[config.mk]
export PLATFORM = sky130hd
export DESIGN_NAME = spi_queue
export DESIGN_NICKNAME = d
export VERILOG_FILES = /design/src/rtl/spi_queue.sv
export SDC_FILE = /design/constraint.sdc
export NUM_CORES = 1
export LEC_CHECK = 0
export BUFFER_PORTS_ARGS = -buffer_cell sky130_fd_sc_hd__buf_2
export CORE_UTILIZATION = 50
export CTS_CLUSTER_SIZE = 30
export DETAILED_ROUTE_END_ITERATION = 8
export GPL_TIMING_DRIVEN = 0
export PLACE_DENSITY_LB_ADDON = 0.08
export SLEW_MARGIN = 40
export SYNTH_ARGS = -nofsm -noshare
export SYNTH_HDL_FRONTEND = slang
export SYNTH_SLANG_ARGS = --single-unit
export TNS_END_PERCENT = 20
[constraint.sdc]
create_clock -name clock_sys -period 3.95 [get_ports clock_sys]
set_input_delay 0 -clock clock_sys [delete_from_list [all_inputs] [get_ports clock_sys]]
set_output_delay 0 -clock clock_sys [all_outputs]
set_load 0.1 [all_outputs]
[src/rtl/spi_queue.sv]
`default_nettype none
// ============================================================================
// Module      : spi_queue
// Description : Bus-side queueing front end for an SPI byte shifter. The CPU
//               pushes bytes into a TX FIFO; an engine hands them one at a
//               time to the shifter (start/busy handshake) and collects each
//               received byte into an RX FIFO. Optional drain interrupt.
// Ports       : clock_sys, reset      - clock, async active-high reset
//               addr/data/rw/cs       - CPU bus (cs active low)
//               data_out/data_out_en  - combinational read data and enable
//               xfer_data/xfer_start  - byte and start pulse to the shifter
//               xfer_busy/xfer_result - shifter status and received byte
//               irq                   - level interrupt (registered)
// Revision    : 1.0 - initial release
// ============================================================================
module spi_queue #(
    parameter int         DEPTH     = 8,
    parameter logic [7:0] ADDR_BASE = 8'h12
) (
    input  logic       clock_sys,
    input  logic       reset,
    input  logic [7:0] addr,
    input  logic [7:0] data,
    input  logic       rw,
    input  logic       cs,
    output logic [7:0] data_out,
    output logic       data_out_en,
    output logic [7:0] xfer_data,
    output logic       xfer_start,
    input  logic       xfer_busy,
    input  logic [7:0] xfer_result,
    output logic       irq
);

    localparam int              c_aw        = $clog2(DEPTH);
    localparam int              c_cw        = c_aw + 1;
    localparam logic [c_cw-1:0] c_full      = c_cw'(DEPTH);
    localparam logic [7:0]      c_addr_data = ADDR_BASE;
    localparam logic [7:0]      c_addr_ctrl = ADDR_BASE + 8'd1;

    typedef enum logic [1:0] {
        ST_IDLE      = 2'd0,
        ST_START     = 2'd1,
        ST_WAIT_BUSY = 2'd2,
        ST_WAIT_DONE = 2'd3
    } state_t;

    state_t            state_q, state_d;
    logic [7:0]        tx_mem_q [DEPTH];
    logic [7:0]        rx_mem_q [DEPTH];
    logic [c_aw-1:0]   tx_wr_q, tx_wr_d, tx_rd_q, tx_rd_d;
    logic [c_aw-1:0]   rx_wr_q, rx_wr_d, rx_rd_q, rx_rd_d;
    logic [c_cw-1:0]   tx_cnt_q, tx_cnt_d, rx_cnt_q, rx_cnt_d;
    logic              xfer_start_q, xfer_start_d;
    logic [7:0]        xfer_data_q, xfer_data_d;
    logic              irq_en_q, irq_en_d;
    logic              tx_ovf_q, tx_ovf_d;
    logic              discard_q, discard_d;
    logic              irq_q, irq_d;

    logic w_sel_data, w_sel_ctrl, w_wr_data, w_rd_data, w_wr_ctrl, w_rd_status;
    logic w_flush, w_tx_full, w_tx_empty, w_rx_full, w_rx_empty, w_busy;
    logic w_tx_push, w_tx_pop, w_rx_push, w_rx_pop, w_done;
    logic [7:0] w_status;

    // ---------------- bus decode ----------------
    assign w_sel_data  = ~cs & (addr == c_addr_data);
    assign w_sel_ctrl  = ~cs & (addr == c_addr_ctrl);
    assign w_wr_data   = w_sel_data & ~rw;
    assign w_rd_data   = w_sel_data & rw;
    assign w_wr_ctrl   = w_sel_ctrl & ~rw;
    assign w_rd_status = w_sel_ctrl & rw;
    assign w_flush     = w_wr_ctrl & data[1];

    assign w_tx_full   = (tx_cnt_q == c_full);
    assign w_tx_empty  = (tx_cnt_q == '0);
    assign w_rx_full   = (rx_cnt_q == c_full);
    assign w_rx_empty  = (rx_cnt_q == '0);
    assign w_busy      = (state_q != ST_IDLE);

    // Transfer completes on the first cycle busy is seen low in WAIT_DONE.
    assign w_done      = (state_q == ST_WAIT_DONE) & ~xfer_busy;

    // Fullness uses the pre-edge count, so a write racing a pop from a full
    // TX FIFO is still dropped. Flush overrides any same-cycle pop/push.
    assign w_tx_push   = w_wr_data & ~w_tx_full;
    assign w_tx_pop    = (state_q == ST_START) & ~w_tx_empty & ~w_flush;
    assign w_rx_push   = w_done & ~discard_q & ~w_flush;
    assign w_rx_pop    = w_rd_data & ~w_rx_empty;

    assign w_status    = {irq_q, irq_en_q, tx_ovf_q, w_busy,
                          w_rx_empty, w_rx_full, w_tx_empty, w_tx_full};

    // ---------------- FIFO pointers and counts ----------------
    always_comb begin
        tx_wr_d  = tx_wr_q;
        tx_rd_d  = tx_rd_q;
        tx_cnt_d = tx_cnt_q;
        rx_wr_d  = rx_wr_q;
        rx_rd_d  = rx_rd_q;
        rx_cnt_d = rx_cnt_q;

        if (w_tx_push) tx_wr_d = tx_wr_q + c_aw'(1);
        if (w_tx_pop)  tx_rd_d = tx_rd_q + c_aw'(1);
        case ({w_tx_push, w_tx_pop})
            2'b10:   tx_cnt_d = tx_cnt_q + c_cw'(1);
            2'b01:   tx_cnt_d = tx_cnt_q - c_cw'(1);
            default: tx_cnt_d = tx_cnt_q;
        endcase

        if (w_rx_push) rx_wr_d = rx_wr_q + c_aw'(1);
        if (w_rx_pop)  rx_rd_d = rx_rd_q + c_aw'(1);
        case ({w_rx_push, w_rx_pop})
            2'b10:   rx_cnt_d = rx_cnt_q + c_cw'(1);
            2'b01:   rx_cnt_d = rx_cnt_q - c_cw'(1);
            default: rx_cnt_d = rx_cnt_q;
        endcase

        if (w_flush) begin
            tx_wr_d  = '0;
            tx_rd_d  = '0;
            tx_cnt_d = '0;
            rx_wr_d  = '0;
            rx_rd_d  = '0;
            rx_cnt_d = '0;
        end
    end

    // ---------------- control bits and interrupt ----------------
    always_comb begin
        irq_en_d  = irq_en_q;
        tx_ovf_d  = tx_ovf_q;
        discard_d = discard_q;

        if (w_wr_ctrl) begin
            irq_en_d = data[0];
            if (data[5]) tx_ovf_d = 1'b0;
        end
        if (w_wr_data && w_tx_full) tx_ovf_d = 1'b1;

        // A flush landing on the completion cycle already suppresses that
        // push, so discard must not linger into the next transfer.
        if (w_done) begin
            discard_d = 1'b0;
        end else if (w_flush && w_busy) begin
            discard_d = 1'b1;
        end

        irq_d = irq_en_q & w_tx_empty & ~w_busy & ~w_rx_empty;
    end

    // ---------------- transfer engine ----------------
    always_comb begin
        state_d      = state_q;
        xfer_start_d = 1'b0;
        xfer_data_d  = xfer_data_q;
        case (state_q)
            ST_IDLE: begin
                // Nothing is in flight here, so RX space is simply !rx_full.
                if (!w_tx_empty && !w_rx_full && !w_flush) begin
                    state_d      = ST_START;
                    xfer_start_d = 1'b1;
                    xfer_data_d  = tx_mem_q[tx_rd_q];
                end
            end
            ST_START:     state_d = ST_WAIT_BUSY;
            ST_WAIT_BUSY: if (xfer_busy)  state_d = ST_WAIT_DONE;
            ST_WAIT_DONE: if (!xfer_busy) state_d = ST_IDLE;
            default:      state_d = ST_IDLE;
        endcase
    end

    always_ff @(posedge clock_sys or posedge reset) begin
        if (reset) begin
            state_q      <= ST_IDLE;
            tx_wr_q      <= '0;
            tx_rd_q      <= '0;
            tx_cnt_q     <= '0;
            rx_wr_q      <= '0;
            rx_rd_q      <= '0;
            rx_cnt_q     <= '0;
            xfer_start_q <= 1'b0;
            xfer_data_q  <= 8'h00;
            irq_en_q     <= 1'b0;
            tx_ovf_q     <= 1'b0;
            discard_q    <= 1'b0;
            irq_q        <= 1'b0;
        end else begin
            state_q      <= state_d;
            tx_wr_q      <= tx_wr_d;
            tx_rd_q      <= tx_rd_d;
            tx_cnt_q     <= tx_cnt_d;
            rx_wr_q      <= rx_wr_d;
            rx_rd_q      <= rx_rd_d;
            rx_cnt_q     <= rx_cnt_d;
            xfer_start_q <= xfer_start_d;
            xfer_data_q  <= xfer_data_d;
            irq_en_q     <= irq_en_d;
            tx_ovf_q     <= tx_ovf_d;
            discard_q    <= discard_d;
            irq_q        <= irq_d;
        end
    end

    // Storage arrays carry no reset; validity is tracked by the counts.
    always_ff @(posedge clock_sys) begin
        if (w_tx_push) tx_mem_q[tx_wr_q] <= data;
        if (w_rx_push) rx_mem_q[rx_wr_q] <= xfer_result;
    end

    // ---------------- outputs ----------------
    always_comb begin
        data_out = 8'h00;
        if (w_rd_data && !w_rx_empty) begin
            data_out = rx_mem_q[rx_rd_q];
        end else if (w_rd_status) begin
            data_out = w_status;
        end
    end

    assign data_out_en = ~cs & rw & ((addr == c_addr_data) | (addr == c_addr_ctrl));
    assign xfer_start  = xfer_start_q;
    assign xfer_data   = xfer_data_q;
    assign irq         = irq_q;

endmodule
`default_nettype wire

### Word level (Yosys, flattened, before mapping)

Memory sizes are Yosys's and may differ from the RTL's. A register that Yosys moved wholly into a read port is not among the register bits.
Index checks and enable logic that the tools add are counted.

* memories kept: 2
* input bits: 29
* bits in registers: 27
* output and inout port bits: 19
* word-level logic and storage cells: 119
* bits in writable memories: 128

* bitwise operators: 29
* add/subtract/negate cells: 8
* reductions and logical operators: 25
* multiplexer cells: 29
* equal/unequal tests: 14

Memory list
* rx_mem_q: words 8, bits a word 8, rd ports 1, clocked after Yosys merged registers in 0, wr ports 1, RTL line 50 `logic [7:0] rx_mem_q [DEPTH];`
* tx_mem_q: words 8, bits a word 8, rd ports 1, clocked after Yosys merged registers in 1, wr ports 1, RTL line 49 `logic [7:0] tx_mem_q [DEPTH];`

Operator list (number)
* 3-bit two-way mux: 8
* 1-bit AND: 19
* 8-bit by 5-bit == test with 1-bit output (second input constant): 2
* 8-bit two-way mux: 2
* 4-bit case mux with 2 select lines: 2
* 2-bit nonzero test: 8
* 3-bit by 1-bit adder with 3-bit output (second input constant): 4
* 1-bit two-way mux: 11
* 1-bit inverter: 9
* 4-bit by 1-bit adder with 4-bit output (second input constant): 2
* 2-bit == test (second input constant): 4
* 4-bit == test (second input constant): 2
* 4-bit logical NOT: 2
* 4-bit two-way mux: 2
* 2-bit case mux with 4 select lines: 1
* 4-bit by 1-bit subtractor with 4-bit output (second input constant): 2
* 2-bit by 1-bit == test with 1-bit output (second input constant): 3
* 2-bit two-way mux: 3
* 2-bit inequality test (second input constant): 3
* 3-bit nonzero test: 2
* 1-bit logical AND: 5
* 1-bit logical NOT: 4
* 2-bit AND reduction: 2
* 3-bit AND reduction: 1
* other kinds (2): 2

### Logic depth before layout (Yosys ltp)

Gate-level depths: netlist of run 1.

* depth in word-level cells: 9
* depth in mapped cells: 12
* gate-level depth less buffers: 11

### Least setup slack after synthesis of run 1

No wires, ideal clock.

* path type: input port to output port
* start: input addr[3]
* end: output data_out[3]
* path buffers: 1
* path slack: -1218 ps
* data required time: 3950 ps
* stages: 4
* arrival time: 5168 ps
* cells stage by stage: or4_1 -> buf_2 -> nor3_1 -> a21boi_0

* word-level cells in the longest chain between the ends: 5
* elaborated cells on any way between the ends: 9

RTL lines
* start: declaration: RTL line 22 `input logic [7:0] addr,`
* 8-bit by 5-bit == test with 1-bit output, on equally long branches: RTL line 68, 67
* 1-bit AND, on equally long branches: RTL line 68, 67
* 1-bit AND, on equally long branches: RTL line 72, 70
* 8-bit two-way mux / 1-bit logical AND (equally long branches): RTL line 216, 214
* 8-bit two-way mux *: RTL line 214 `if (w_rd_data && !w_rx_empty) begin`
* end: declaration: RTL line 26 `output logic [7:0] data_out,`

Every way passes the cells marked *; elsewhere a longest branch is shown, timed or not.

### Final worst setup path of run 1

* start: register tx_cnt_q[1]
* end: register tx_cnt_q[3]

* word-level cells in the longest chain between the ends: 7
* elaborated cells on any way between the ends: 14

RTL lines
* start: declaration: RTL line 53 `logic [c_cw-1:0] tx_cnt_q, tx_cnt_d, rx_cnt_q, rx_cnt_d;`
* start signal: assignment: RTL line 192 `tx_cnt_q <= tx_cnt_d;`
* 4-bit logical NOT: RTL line 76 `assign w_tx_empty = (tx_cnt_q == '0);`
* 1-bit inverter: RTL line 87 `assign w_tx_pop = (state_q == ST_START) & ~w_tx_empty & ~w_flush;`
* 1-bit AND (2 in a row): RTL line 87
* 2-bit by 1-bit == test with 1-bit output / 2-bit == test (equally long branches): RTL line 105 `case ({w_tx_push, w_tx_pop})`
* 4-bit case mux with 2 select lines: RTL line 105
* 4-bit two-way mux: RTL line 119 `if (w_flush) begin`

Parallel ways exist; a longest one is shown, timed or not.
A chain may end at the register's enable or synchronous reset.

==> impl_results.md, run 1 <==
* Status: completed
* Die area at 14140 um2
* Residual DRC at 0
* Synth Area per Inst at approximately 16 um2
* Crit end category: register
* Gr busiest metal: met2
* Power Density at 646.5 nW/um2
* Count of pins over their slew limit at 0
* GP Congestion at roughly 0.78
* Initial antenna violation count at 0
* Fin crit share at 0.7981
* Max-Cap Viols at 0
* Worst hold margin at 0.03004 ns
* Fmax at 317.2 MHz
* Final setup fails at 0
* First-pass GRT wire length at between 20 and 25 mm
* Most frequent cells in the layout: edfxtp_1 (128), buf_2 (50), dfrtp_1 (35)
* TritonCTS buffer count at 17
* Vias post-DR at 3936
* CTS root buf: clkbuf_16
* Core area at between 10000 and 15000 um2
* Internal reg-to-reg setup slack at 0.80 ns
* CP Max Fanout at 10
* Syn-to-layout area delta at 20.89%
* Via density at about 5.6
* Grt met1 use at 0.2910
* Average wire per standard cell at ~20 um
* Worst hold path class: in -> reg
* HPWL Detailed at 9.194 mm
* TritonCTS clock tree: yes
* Crit start category: register
* Worst slew margin at 0.4479
* All-layer global routing usage at 0.2113
* Hold Path Origin: addr[0]
* Synth cell types at 45
* Most common cell after layout, fill and taps aside: edfxtp_1
* Cell Rows at 42
* Sequential share of the synthesized area at 0.6907
* WL final at 13.83 mm
* CTS clock-pin slew for the worst setup and hold paths at approximately 0.06 ns
* Arrival @ worst endpoint at 3.43 ns
* Met2 Usage GRT at 0.3406
* Clock sink count at 163
* Reg2reg start: tx_cnt_q[1]
* Setup TNS at 0 ns
* Hold_buf cts at 19
* Largest net degree at the start of global routing at 20
* Postcts setup bufs at 0
* Worst Path Class, Setup: reg -> reg
* Number of global-route vias before repair at roughly 4000
* Hold Path Sink: tx_ovf_q
* EDFF count, synth at ~130
* TritonRoute pass-1 iters at 5
* FILL cells at 972
* Synth area leaders: edfxtp_1 (56%), dfrtp_1 (13%), mux4_2 (11%)
* CTS max path bufs at 2
* Die height at 118.9 um
* Hold Vio Cnt, Final at 0
* Nets@finish at 551
* Initial cell density of the core at 0.5139
* Buffers on Ports at 46
* Mapped Nets at 463
* Synth warn at 0
* Cell count after synthesis at 422
* Layout cells sized above 1 at 0.2753
* Maximum vdd drop at between 0.3 and 0.4 mV
* Worst Clk Skew at roughly 0.006 ns
* Post_cts resized at 0
* DRT iter0 DRCs at about 290
* Synth Flop Type: edfxtp_1
* Hold path cells at 2
* Synth top area share at 0.5625
* FF+latch count, synth at 163
* Leak at approximately 2.9 nW
* Largest area contributor in the netlist: edfxtp_1
* IO Pins at 48
* Reg2Reg Depth at 12
* R2R Path End: tx_cnt_q[3]
* Skew-Pair Late Insertion Delay at 0.41 ns
* Global routing usage on met3 at 0.04693
* Unrepaired setup endpoints after global routing: no
* Tmin final at 3.152 ns
* Worst Tran Pin Value at between 0.8 and 0.9 ns
* Asr flop ratio synth at 0.2147
* Total gr overflow at 0
* Final ANT Viol Nets at 0
* Critical Path RT at 4.23 ns
* Cell area after synthesis at between 6000 and 7000 um2
* Diode count at 0
* Max H-tree Level at 4
* Die X at 118.9 um
critical path, cell delays in order, from the launching register on:
cell	delay, ns
dfrtp_1	0.35
clkbuf_1	0.21
nor4b_2	0.53
nor4b_1	0.12
clkbuf_1	0.30
or2_2	0.40
nor2_1	0.16
ha_1	0.31
a31oi_1	0.19
a21oi_1	0.06
mux2i_1	0.17
xor2_1	0.17
nor2_1	0.05
stage by stage:
stage / worst slack (ns) / std cells / util / instance area, um2 / power (W)
2_1_floorplan: 0.1438 / 422 / - / 6844 / 0.003252
3_3_place_gp: 0.5441 / 644 / 0.5487 / 7295 / 0.003529
3_5_place_dp: 0.7948 / 648 / 0.5577 / 7415 / 0.003611
4_1_cts: 0.7774 / 699 / 0.6201 / 8244 / 0.005380
5_1_grt: 0.5669 / 699 / 0.6213 / 8260 / 0.005567
6_report: 0.7977 / 699 / 0.6213 / 8260 / 0.005340
per-layer routing:
metal,part of all wire,vias to the layer above
met5,0,-
met4,0.012,0
met3,0.047,16
met2,0.48,101
met1,0.46,2015
li1,-,1804
report_power, final:
part	internal [W]	switching, W
clock network	0.00112	0.000644
registers	0.00202	0.000124
logic	0.000509	0.000925
area by class of cell:
type	instances	area [um2]	share of cell area
Buffer	21	83.83	0.01015
Clock inverter	14	210.2	0.02545
Multi-Input combinational cell	232	2105	0.2548
Timing Repair Buffer	69	470.5	0.05695
Clock buffer	18	429.2	0.05195
Tap cell	176	220.2	0.02666
Sequential cell	163	4720	0.5713
Inverter	6	22.52	0.002726
cell usage after synthesis, drive strengths merged (3+ instances only):
cell and count:
dfrtp 35, nor2 40, o21ai 13, clkbuf 16, edfxtp 128, ha 12
o22ai 3, buf 5, nand2b 7, mux2 3, mux2i 19, xor2 8
nand3 8, xnor2 7, nand2 27, nor3 8, inv 6, a21oi 13
a211oi 3, mux4 32, or4 3
sequential cells by signal, summed over array words and instances (netlist names), 2 cells and up:
name       cells
xfer_data      8
tx_mem_q      64
tx_rd_q        3
tx_wr_q        3
rx_rd_q        3
rx_mem_q      64
rx_wr_q        3
rx_cnt_q       4
tx_cnt_q       4
state_q        2
kinds of logic after synthesis:
| kind of cell | Yosys count | share of synthesized area |
|---|---|---|
| AO/OA/AOI/OAI | 43 | 0.03809 |
| XOR/XNOR | 15 | 0.01923 |
| adder cells (fa/ha/maj) | 12 | 0.02197 |
| buffers and inverters | 27 | 0.01520 |
| flip-flops | 163 | 0.6907 |
| multiplexers | 54 | 0.1383 |
| AND/OR/NAND/NOR | 108 | 0.07654 |
worst max path at each step:
| stage | to | slack [ns] | from | cells after the start |
|---|---|---|---|---|
| after global placement | tx_mem_q[0][2] | 0.54 | addr[3] | 7 |
| after CTS | tx_cnt_q[3] | 0.78 | tx_cnt_q[1] | 12 |
| after floorplan | data_out[0] | 0.14 | rx_rd_q[0] | 5 |
| after detailed placement | tx_cnt_q[3] | 0.79 | tx_cnt_q[1] | 12 |
| after global routing | tx_cnt_q[3] | 0.57 | tx_cnt_q[1] | 12 |
| final | tx_cnt_q[3] | 0.80 | tx_cnt_q[1] | 12 |
No activity file was read; power rests on OpenSTA's default activity.
==> inputs of run 2 (changes only) <==
- clock period: 3.95 -> 2.7 ns (I/O delays scaled with it)
==> run 2 against run 1 <==
Critical path depth down 3. Setup slack lost 0.70 ns. Design area increased by 0.98%. Sequential power increased by 49%. Clock power up 32%. Clock skew is 0.0053 ns higher. Die area stayed put. Largest cell class unchanged. Via count is 0.25% lower. Highest routed layer unchanged.
==> impl_results.md, run 2 (synthesized netlist as in run 1, its figures left out) <==
* Reg2Reg Depth at 9
* Worst Clk Skew at 0.01134 ns
* Non-filler cells, final at ~710
* TritonCTS clock tree: yes
* GP Congestion at 0.7635
* Status: completed
* Setup TNS at 0 ns
* Worst slew margin at 0.4481
* WL final at 13.75 mm
* Crit start category: register
* Setup slack at placement at -0.7252 ns
* CP Max Fanout at 8
* Max Used Layer: met4
* Hold Vio Cnt, Final at 0
* Fin crit share at 0.9627
* Max H-tree Level at 4
* TritonRoute pass-1 iters at 5
* Clock sink count at 163
* Cells after DPL at roughly 650
* Tmin final at 2.599 ns
* Crit end category: register
* Detail Route met2 WL at 6.416 mm
* TritonCTS buffer count at 17
* Layout cells sized above 1 at 0.3138
* Min setup slack post-route at 0.1008 ns
* Number of global-route vias before repair at 3890
* DRT iter0 DRCs at 300
* Count of pins over their slew limit at 0
* Wire length on met1 at 6.279 mm
* Most frequent cells in the layout: edfxtp_1 (128), buf_2 (50), mux4_2 (32)
* Vias post-DR at 3926
* Average wire per standard cell at a little under 20 um
* Largest net degree at the start of global routing at 19
* Die area at approximately 14000 um2
* Met3 routed WL at 875 um
* Critical Path RT at ~3 ns
* CTS clock-pin slew for the worst setup and hold paths at 0.06 ns
* Residual DRC at 0
* Leak at just under 3 nW
* First-pass GRT wire length at 21.19 mm
* Core area at 13300 um2
* Die height at 118.9 um
* Diode count at 0
* Arrival @ worst endpoint at 2.95 ns
* Hold Path Origin: addr[0]
* Worst Tran Pin Value at a little over 0.8 ns
* Skew-Pair Late Insertion Delay at 0.42 ns
* HPWL Detailed at 8.892 mm
* Final Util at 0.6274
* Worst-path cell chain: nor4_4, or4_1, buf_2, nor2_4, ha_1, o21ai_0, or4b_4, a211o_1, nand2_1
* Placement Cell Area at between 7000 and 8000 um2
* CP delay by family, top: simple AND/OR/NAND/NOR gates
* Worst hold path class: in -> reg
* Cell Rows at 42
* Max-Cap Viols at 0
* Initial cell density of the core at 0.5139
* CTS max path bufs at 2
* Final setup fails at 0
* Die X at 118.9 um
* All-layer global routing usage at 0.2095
* Fmax at about 380 MHz
* Crit path largest cell delay at ~0.48 ns
* CP bufs+invs at 1
* Most common cell after layout, fill and taps aside: edfxtp_1
* R2R Path End: rx_cnt_q[3]
* Via density at roughly 5.6
* Reg2reg start: rx_cnt_q[1]
* Slowest-stage cell, CP: or4b_4
* Hold Path Sink: tx_ovf_q
* Unrepaired setup endpoints after global routing: yes
* Internal reg-to-reg setup slack at 0.10 ns
* Hold path cells at 2
* Syn-to-layout area delta at 22.08%
* Buffers on Ports at 46
* Final ANT Viol Nets at 0
* IO Pins at 48
* CTS root buf: clkbuf_16
* Fin area at approximately 8300 um2
* Initial antenna violation count at 0
* Maximum vdd drop at 0.5016 mV
* Power Density at 926.3 nW/um2
* Total gr overflow at 0
* Worst Path Class, Setup: reg -> reg
* Nets@finish at 557
-- run 2: worst reg2reg max path: stages, from the launching register on --
cell and delay [ns]:
dfrtp_2 0.45, nor4_4 0.09, or4_1 0.46, buf_2 0.19
nor2_4 0.15, ha_1 0.28, o21ai_0 0.08, or4b_4 0.48
a211o_1 0.30, nand2_1 0.06
-- run 2: worst max-delay path by stage --
stage	cells after the start	from	to	slack [ns]
6_report	9	rx_cnt_q[1]	rx_cnt_q[3]	0.10
5_1_grt	9	rx_cnt_q[1]	rx_cnt_q[3]	-0.03
4_1_cts	11	tx_cnt_q[0]	tx_cnt_q[3]	0.01
3_5_place_dp	12	tx_cnt_q[1]	tx_cnt_q[3]	-0.73
3_3_place_gp	12	tx_cnt_q[1]	tx_cnt_q[3]	-0.69
2_1_floorplan	5	rx_rd_q[0]	data_out[1]	-0.50
-- run 2: power breakdown --
group	internal [W]	switching [W]	total, W
combinational	0.000836	0.00137	0.00221
clock	0.00141	0.000928	0.00233
sequential	0.00296	0.000223	0.00319
total	0.00520	0.00252	0.00773
-- run 2: routing by layer --
layer  up-vias  global-route usage
met5         -                   0
met4         0             0.07120
met3        20             0.05699
met2       112              0.3191
met1      1972              0.2928
li1       1822                   -
-- run 2: final cells by class --
type	count	area, um2
fillers	1004	4954
flip-flops and latches	163	4726
multi-input cells	232	2172
repair buffers	78	538.0
clock buffers	23	467.9
well taps	176	220.2
clock inverters	9	106.4
plain buffers	18	88.84
inverters	6	22.52
-- run 2: stage by stage --
step                      total power [W]  hold slack, ns
final                            0.007727         0.03023
after global routing             0.008075         0.04179
after CTS                        0.007636         0.01390
after detailed placement         0.005261         0.03800
after global placement           0.005158          0.2644
after floorplan                  0.004758         0.09887
-- run 2: what timing repair did --
action	4_1_cts	5_1_grt
endpoints found under the hold margin	171	0
hold buffers	19	0
setup buffers	1	10
resized for setup	13	14
endpoints found under the setup margin	83	17
pin swaps	1	1
==> inputs of run 3 (changes only) <==
- ABC_AREA: default -> 1
==> run 3 against run 2 <==
Non-clock buffer count is 2 lower. Sequential power fell by 2%. Global-route usage is 2.9 points higher. Hold slack worse by 0.018 ns. Area after synthesis is 5.3% higher. Fmax up 1.6%. Register-to-register slack better by 0.37 ns. Combinational power rose by 14%. Setup slack improved by 0.042 ns. Synthesized cell count increased by 44%. Die area up 5.2%. Power up 3.8%. Largest cell class unchanged.
==> impl_results.md, run 3 <==
* Status: completed
* Initial cell density of the core at 0.5164
* TritonCTS buffer count at 17
* HPWL Detailed at roughly 11 mm
* Core area at roughly 14000 um2
* Tmin final at roughly 2.6 ns
* Worst Clk Skew at about 0.0069 ns
* Clock sink count at 163
* Skew-Pair Late Insertion Delay at 0.43 ns
* Critical Path RT at ~2.7 ns
* Diode count at 0
* Worst slew margin at 0.4312
* Synth cell types at 39
* Arrival @ worst endpoint at 2.56 ns
* Met3 routed WL at roughly 900 um
* Fin crit share at 0.9473
* Synth area leaders: edfxtp_1 (53%), dfrtp_1 (12%), nor2_1 (4.5%)
* Final Util at 0.6145
* First-pass GRT wire length at approximately 26 mm
* WL final at 16.69 mm
* GP Congestion at 0.8014
* Most frequent cell after synthesis: edfxtp_1
* Total power draw at 0.008021 W
* Cell area after synthesis at roughly 7000 um2
* Commonest cells in the netlist: edfxtp_1 (128), nor2_1 (87), nand2_1 (71), inv_1 (43), o21ai_0 (43)
* Max H-tree Level at 4
* Worst hold path class: in -> reg
* Count of pins over their slew limit at 0
* Die height at 122.0 um
* Synth top area share at 0.5342
* Layout cells sized above 1 at 0.2042
* Cell count after synthesis at 607
* Largest area contributor in the netlist: edfxtp_1
* Worst Tran Pin Value at 0.8486 ns
* CTS clock-pin slew for the worst setup and hold paths at 0.06 ns
* CP Max Fanout at 10
* Placement Cell Area at 7759 um2
* Detail Route met2 WL at 8.666 mm
* CTS root buf: clkbuf_16
* Power Density at around 940 nW/um2
* Most common cell after layout, fill and taps aside: edfxtp_1
* Synth Area per Inst at 11.85 um2
* Wire length on met1 at 6.706 mm
* Mapped Nets at 648
* Fmax at between 300 and 400 MHz
* Postcts setup bufs at 0
* IO Pins at 48
* Total gr overflow at 0
* TritonRoute pass-1 iters at 5
* FF+latch count, synth at approximately 160
* Final ANT Viol Nets at 0
* Unrepaired setup endpoints after global routing: no
* Die X at 122.0 um
* Residual DRC at 0
* EDFF count, synth at 128
* Crit start category: register
* TritonCTS clock tree: yes
* DRT iter0 DRCs at around 450
* Initial antenna violation count at 0
* Synth Flop Type: edfxtp_1
* Leak at 3.243 nW
* Max Used Layer: met4
* Die area at 14880 um2
* Largest net degree at the start of global routing at 19
* Cell Rows at 43
* CTS max path bufs at 2
* Synth warn at 0
* Vias post-DR at around 5000
* Syn-to-layout area delta at 19.01%
* Nets@finish at 738
* Crit end category: output port
* Via density at 5.613
* Most frequent cells in the layout: edfxtp_1 (128), nor2_1 (79), nand2_1 (71)
* Sequential share of the synthesized area at 0.6559
* Final setup fails at 0
* Worst Path Class, Setup: reg -> out
* Max-Cap Viols at 0
* Number of global-route vias before repair at 4935
* Asr flop ratio synth at 0.2147
* Buffers on Ports at 47
* Maximum vdd drop at 0.5688 mV
* Fin area at 8563 um2
* Average wire per standard cell at approximately 19 um
* All-layer global routing usage at 0.2389
* Hold Vio Cnt, Final at 0
## run 3: cell count changes in the layout (fill, tap and decap cells not counted), sizes merged, moves of 7 or more
cell / previous run / this run
o32ai: 1 / 16
o221ai: 0 / 16
mux4: 32 / 0
o21ai: 13 / 52
nor2: 40 / 101
o21a: 1 / 10
inv: 6 / 52
nand2: 27 / 76
nand2b: 7 / 0
nand3: 8 / 35
## run 3: path summary, 6_finish.rpt
kind / depth (start not counted) / slack, ns / start / endpoint
setup / recovery: 8 / 0.14 / rx_rd_q[0] / data_out[2]
hold / removal: 5 / 0.01 / addr[1] / tx_ovf_q
setup reg to reg: 5 / 0.47 / tx_cnt_q[3] / tx_mem_q[3][5]
hold reg to reg: 1 / 0.49 / xfer_data[3] / xfer_data[3]
max in group asynchronous: 4 / 2.11 / reset / xfer_data[3]
min in group asynchronous: 3 / 0.13 / reset / tx_cnt_q[3]
## run 3: cell families after synthesis
family / count (synthesis) / synth area share
multiplexers: 16 / 0.02226
flip-flops: 163 / 0.6559
buffers and inverters: 76 / 0.04382
XOR/XNOR: 3 / 0.003652
adder cells (fa/ha/maj): 12 / 0.02087
AO/OA/AOI/OAI: 105 / 0.09650
AND/OR/NAND/NOR: 232 / 0.1570
## run 3: final cells by class
type,count,area [um2]
inverters,53,202.7
well taps,180,225.2
multi-input cells,368,2227
clock inverters,15,156.4
plain buffers,23,113.9
flip-flops and latches,163,4720
fillers,1075,5371
repair buffers,71,493.0
clock buffers,17,425.4
## run 3: per-layer routing
metal | vias up | track usage
li1 | 2350 | -
met1 | 2443 | 0.2803
met2 | 171 | 0.4100
met3 | 32 | 0.05384
met4 | 0 | 0.1211
met5 | - | 0
## run 3: timing repair
action,CTS,global route
hold buffers,20,0
endpoints found under the hold margin,168,0
gates resized for setup,1,3
setup endpoints to repair,2,3
## run 3: worst max-delay path: stages (launching register included)
cell and delay (ns):
dfrtp_1 0.37, buf_2 0.20, inv_1 0.22, buf_2 0.29, nor2_1 0.07, o221ai_1 0.23, nand3_1 0.16, o21ai_0 0.13
buf_2 0.46
## run 3: where the power goes
group | total, W | internal [W] | switching, W
combinational | 0.00251 | 0.000722 | 0.00179
clock | 0.00237 | 0.00137 | 0.00100
sequential | 0.00314 | 0.00296 | 0.000176
total | 0.00802 | 0.00505 | 0.00297
## run 3: per-stage QoR
stage,std cells,hold WS (ns),setup TNS [ns],setup WS (ns)
floorplan,607,0.09887,-0.3540,-0.1835
global placement,834,0.2650,-0.3413,-0.04343
detailed placement,838,0.04019,0,0.3263
CTS,890,0.008081,0,0.06125
global route,890,0.05424,0,0.01077
finish,890,0.01177,0,0.1424
